## config.mk

```make
export PLATFORM = sky130hd
export DESIGN_NAME = warbiter_resp_router
export DESIGN_NICKNAME = d
export VERILOG_FILES = /design/src/rtl/warbiter_resp_router.sv
export SDC_FILE = /design/constraint.sdc
export NUM_CORES = 1
export LEC_CHECK = 0
export ABC_AREA = 1
export BUFFER_PORTS_ARGS = -buffer_cell sky130_fd_sc_hd__buf_2
export CORE_ASPECT_RATIO = 1.4
export CORE_MARGIN = 2
export CORE_UTILIZATION = 49
export DETAILED_ROUTE_END_ITERATION = 10
export PLACE_DENSITY = 0.95
export SYNTH_ARGS = -nofsm -noshare
export SYNTH_HDL_FRONTEND = slang
export SYNTH_SLANG_ARGS = --single-unit
```

## constraint.sdc

```tcl
create_clock -name clk -period 5.5 [get_ports clk]
set_input_delay 1.375 -clock clk [delete_from_list [all_inputs] [get_ports clk]]
set_output_delay 1.375 -clock clk [all_outputs]
set_load 0.01 [all_outputs]
```

## src/rtl/warbiter_resp_router.sv

```systemverilog
// Response router for the weighted round-robin arbiter: records each issued
// grant in an in-order tag FIFO and steers returning responses to the owner.
module warbiter_resp_router #(
    parameter int unsigned VECTOR_IN  = 8,
    parameter int unsigned TAG_DEPTH  = 8,
    parameter int unsigned DATA_WIDTH = 64
) (
    input  logic                         clk,
    input  logic                         reset,
    input  logic [VECTOR_IN-1:0]         grant,
    input  logic                         issue_ready,
    output logic                         issue_allow,
    input  logic                         resp_valid,
    input  logic [DATA_WIDTH-1:0]        resp_data,
    output logic                         resp_ready,
    output logic [VECTOR_IN-1:0]         req_resp_valid,
    output logic [DATA_WIDTH-1:0]        req_resp_data,
    input  logic [VECTOR_IN-1:0]         req_resp_ack,
    output logic [$clog2(TAG_DEPTH):0]   outstanding,
    output logic                         orphan_error,
    output logic                         grant_error
);

    localparam int unsigned IDW = $clog2(VECTOR_IN);
    localparam int unsigned PW  = $clog2(TAG_DEPTH);
    localparam int unsigned CW  = PW + 1;

    logic [IDW-1:0] tag_q [TAG_DEPTH];
    logic [PW:0]    wr_ptr_q, wr_ptr_d;
    logic [PW:0]    rd_ptr_q, rd_ptr_d;
    logic [CW-1:0]  cnt_q, cnt_d;
    logic           orphan_q, orphan_d;
    logic           gerr_q, gerr_d;

    logic           full;
    logic           empty;
    logic           issue_fire;
    logic           pop_fire;
    logic           grant_multi;
    logic [IDW-1:0] grant_idx;
    logic [IDW-1:0] head_id;

    // Full/empty from wrap-bit pointers
    always_comb begin
        empty = (wr_ptr_q == rd_ptr_q);
        full  = (wr_ptr_q[PW-1:0] == rd_ptr_q[PW-1:0]) && (wr_ptr_q[PW] != rd_ptr_q[PW]);
    end

    // Lowest-set-bit encoder for the grant vector, plus one-hot violation detect
    always_comb begin
        grant_idx = '0;
        for (int i = int'(VECTOR_IN) - 1; i >= 0; i--) begin
            if (grant[i]) begin
                grant_idx = IDW'(i);
            end
        end
        grant_multi = ((grant & (grant - VECTOR_IN'(1))) != '0);
    end

    // Steering of the response toward the head-of-queue owner
    always_comb begin
        head_id        = tag_q[rd_ptr_q[PW-1:0]];
        issue_allow    = !full;
        issue_fire     = (|grant) && issue_ready && !full;
        req_resp_valid = '0;
        if (resp_valid && !empty) begin
            req_resp_valid[head_id] = 1'b1;
        end
        req_resp_data  = resp_data;
        resp_ready     = !empty && req_resp_ack[head_id];
        pop_fire       = resp_valid && resp_ready;
        outstanding    = cnt_q;
        orphan_error   = orphan_q;
        grant_error    = gerr_q;
    end

    // Next-state for pointers, occupancy and sticky error flags
    always_comb begin
        wr_ptr_d = wr_ptr_q;
        rd_ptr_d = rd_ptr_q;
        cnt_d    = cnt_q;
        orphan_d = orphan_q;
        gerr_d   = gerr_q;
        if (issue_fire) begin
            wr_ptr_d = wr_ptr_q + (PW+1)'(1);
            if (grant_multi) begin
                gerr_d = 1'b1;
            end
        end
        if (pop_fire) begin
            rd_ptr_d = rd_ptr_q + (PW+1)'(1);
        end
        case ({issue_fire, pop_fire})
            2'b10:   cnt_d = cnt_q + CW'(1);
            2'b01:   cnt_d = cnt_q - CW'(1);
            default: cnt_d = cnt_q;
        endcase
        if (resp_valid && empty) begin
            orphan_d = 1'b1;
        end
    end

    // Control state registers
    always_ff @(posedge clk or negedge reset) begin
        if (!reset) begin
            wr_ptr_q <= '0;
            rd_ptr_q <= '0;
            cnt_q    <= '0;
            orphan_q <= 1'b0;
            gerr_q   <= 1'b0;
        end else begin
            wr_ptr_q <= wr_ptr_d;
            rd_ptr_q <= rd_ptr_d;
            cnt_q    <= cnt_d;
            orphan_q <= orphan_d;
            gerr_q   <= gerr_d;
        end
    end

    // Tag storage, written at the write pointer on each issue
    always_ff @(posedge clk or negedge reset) begin
        if (!reset) begin
            for (int i = 0; i < int'(TAG_DEPTH); i++) begin
                tag_q[i] <= '0;
            end
        end else if (issue_fire) begin
            tag_q[wr_ptr_q[PW-1:0]] <= grant_idx;
        end
    end

endmodule
```

==> results by group <==
Setup path
  – Worst EP required: 4.12 ns
  – CP Class: flop to primary output
  – Worst r2r src: rd_ptr_q[0]$_DFFE_PN0P_
  – Worst Path Arrival: 2.34 ns
  – CP Launch Point: rd_ptr_q[0]$_DFFE_PN0P_
  – CP Max Fanout: 17
  – CP endpoint kind: primary output
  – CP Launch Type: flop

Min path
  – Worst hold start: grant_error$_DFFE_PN0P_
  – HP Class: flop to flop

CTS
  – TritonCTS Buffers: 5
  – CTS Hold Bufs: 0
  – CTS resizes: 0
  – Post-CTS Setup Bufs: 0
  – Clock-pin slew on the worst setup and hold paths: 0.08 ns
  – Clk sinks: 38
  – Root buffer cell: clkbuf_8
  – CTS tree: yes
  – Clock latency on the worst-skew pair: 0.29 ns
  – Max Root-Sink Buffers: 2
  – Htree depth: 2

Timing
  – Final hold vios: 0
  – Period utilisation layout: 0.675
  – Max Fclk: 269 MHz
  – Setup violators final: 0
  – Minimum clock period: 3.71 ns
  – Tightest Pin Transition: 0.822 ns
  – Final Skew: 0.0117 ns
  – Max-slew headroom: 0.452
  – Unrepaired setup endpoints after global routing: false
  – Final-report max-slew violation count: 0
  – Final setup TNS: 0 ns

Die
  – IO Pins: 164
  – Die Span Y: 95.7 µm
  – Rows: 33
  – Initial Utilization: 0.505
  – Die area: 6650 µm²
  – Width of the die: 69.5 µm
  – CORE AREA: 5820 µm²

Detailed routing
  – Post-DR vias/cell: 5.36
  – Routed Antenna Nets: 0
  – 1st-iter DRT viols: 147
  – Drc violations: 0
  – DR pass1 iterations: 4
  – Vias: 2317
  – Total Routed Length: 5730 µm
  – WL per Instance: 13.3 µm

Global route
  – All-Layer GR Usage: 0.176
  – Initial antenna violation count: 0
  – Grt ovf: 0
  – First-pass GRT wire length: approximately 9500 µm
  – Largest net degree at the start of global routing: 39
  – Vias in the first global route: around 2200

Synth
  – Ys Warns: 0
  – Synth area leader: dfrtp_1
  – Count of cell types in the netlist: 36
  – Syn avg cell area: about 7.6 µm²
  – Share of the synthesized area in the top cell type: 0.323
  – Synthesized netlist cell count: 388
  – Post-Syn Area: 2940 µm²
  – #FFs+latches synth: 38
  – Most frequent cells after synthesis: 102 x nand2_1, 65 x buf_4, 38 x dfrtp_1
  – Most frequent cell after synthesis: nand2_1
  – Ys async rst share: 1.00
  – Sequential area share after synthesis: 0.323
  – Area contributors post-synth: dfrtp_1 32%, buf_4 17%, nand2_1 13%
  – Post-synth EDFFs: 0
  – Mapped Nets: 478
  – Synth Flop Type: dfrtp_1

Job
  – Max_cap viols: 0

Placed design
  – GP Congestion: 0.863
  – Dpl hpwl: around 4500 µm
  – Placed instance count: about 420
  – I/O Buffers: 35

Finish
  – ANT cells: 0
  – Nets: 451
  – Layout overhead on the synthesized area: -5.78%
  – Layout cells sized above 1: 0.243
  – Non-filler cells, final: 432

Power and ir drop
  – Leakage: around 1.4 nW
  – Pwr dens: around 620 nW/µm²
  – Max IR drop VDD: 0.000379 V

Outcome
  – Outcome: finished clean
[critical path, cell delays in order (launching register included)]
cell and delay [ns]:
dfrtp_1 0.79, nand2_1 0.14, nand3_1 0.14, nand3_2 0.18, nand2_4 0.16, nand2_1 0.06
nand2_1 0.08, nor2_2 0.05, nor2_4 0.18, nand2_1 0.07, inv_1 0.06, buf_2 0.12
[routing by layer]
| layer | GRT usage | share of wire | routed length (µm) | vias up |
|---|---|---|---|---|
| met3 | 0.0471 | 0.070 | 404 | 43 |
| met5 | 0 | 0 | 0 | - |
| met1 | 0.190 | 0.38 | 2170 | 1090 |
| li1 | - | - | - | 1094 |
| met4 | 0.121 | 0.048 | 275 | 0 |
| met2 | 0.301 | 0.50 | 2890 | 90 |
[placed cells by master (no fill, tap or decap), types with 2 or more instances in the layout]
cell | netlist | final
nand2_4 | 4 | 4
xor2_1 | 3 | 3
clkinv_2 | 0 | 2
nand2_2 | 9 | 9
clkbuf_8 | 0 | 5
inv_1 | 35 | 35
nand2_1 | 102 | 102
xnor2_1 | 5 | 5
nand3_2 | 7 | 7
dfrtp_1 | 38 | 38
buf_2 | 0 | 35
nor2_1 | 27 | 27
ha_1 | 5 | 5
nand3_4 | 3 | 3
nand4_1 | 5 | 5
o21a_1 | 3 | 3
a21oi_1 | 3 | 3
nor2_2 | 9 | 9
inv_2 | 7 | 7
o21ai_1 | 8 | 8
nand3_1 | 18 | 18
o21ai_0 | 14 | 14
[path summary, 6_finish.rpt]
check	slack [ns]	cells after the start	end
setup / recovery	1.79	11	resp_ready
hold / removal	0.47	1	grant_error$_DFFE_PN0P_
setup reg to reg	2.15	19	outstanding[3]$_DFFE_PN0P_
hold reg to reg	0.47	1	grant_error$_DFFE_PN0P_
max in group asynchronous	3.79	1	tag_q[23]$_DFFE_PN0P_
min in group asynchronous	1.17	1	orphan_error$_DFFE_PN0P_
[state kept, by name (all words and copies together) (netlist names)]
signal and flops:
tag_q 24, outstanding 4, rd_ptr_q 4, wr_ptr_q 4
grant_error 1, orphan_error 1
[cells by family (layout without fill, tap and decap cells)]
logic type,count (synthesis),after routing,share of synthesized area
flops,38,38,0.323
fa+ha+maj,6,6,0.0281
xor+xnor,8,8,0.0238
buf+inv,113,87,0.244
simple gates,186,186,0.307
compound gates,37,37,0.0744
[power by group]
group,internal [W],leakage [nW],total (W),switching (W)
clock,0.000133,0.0579,0.000229,0.0000956
combinational,0.000353,0.890,0.000977,0.000624
sequential,0.000402,0.476,0.000520,0.000118
total,0.000889,1.42,0.00173,0.000837
[layout make-up]
| class | instances | area, µm² |
|---|---|---|
| fillers | 545 | 3050 |
| multi-input cells | 237 | 1270 |
| flip-flops and latches | 38 | 951 |
| repair buffers | 35 | 175 |
| inverters | 44 | 175 |
| well taps | 70 | 87.6 |
| clock buffers | 5 | 68.8 |
| clock inverters | 3 | 40.0 |
[per-stage QoR]
step	total power (W)	instance area, µm²	setup slack (ns)	util	hold slack (ns)
after floorplan	0.00134	2940	2.25	-	0.442
after global placement	0.00144	2660	1.99	0.458	0.449
after detailed placement	0.00150	2660	1.88	0.458	0.453
after CTS	0.00173	2770	1.79	0.476	0.471
after global routing	0.00189	2770	1.63	0.476	0.484
final	0.00173	2770	1.79	0.476	0.470
Note: power is estimated with default switching activity, not from simulation.
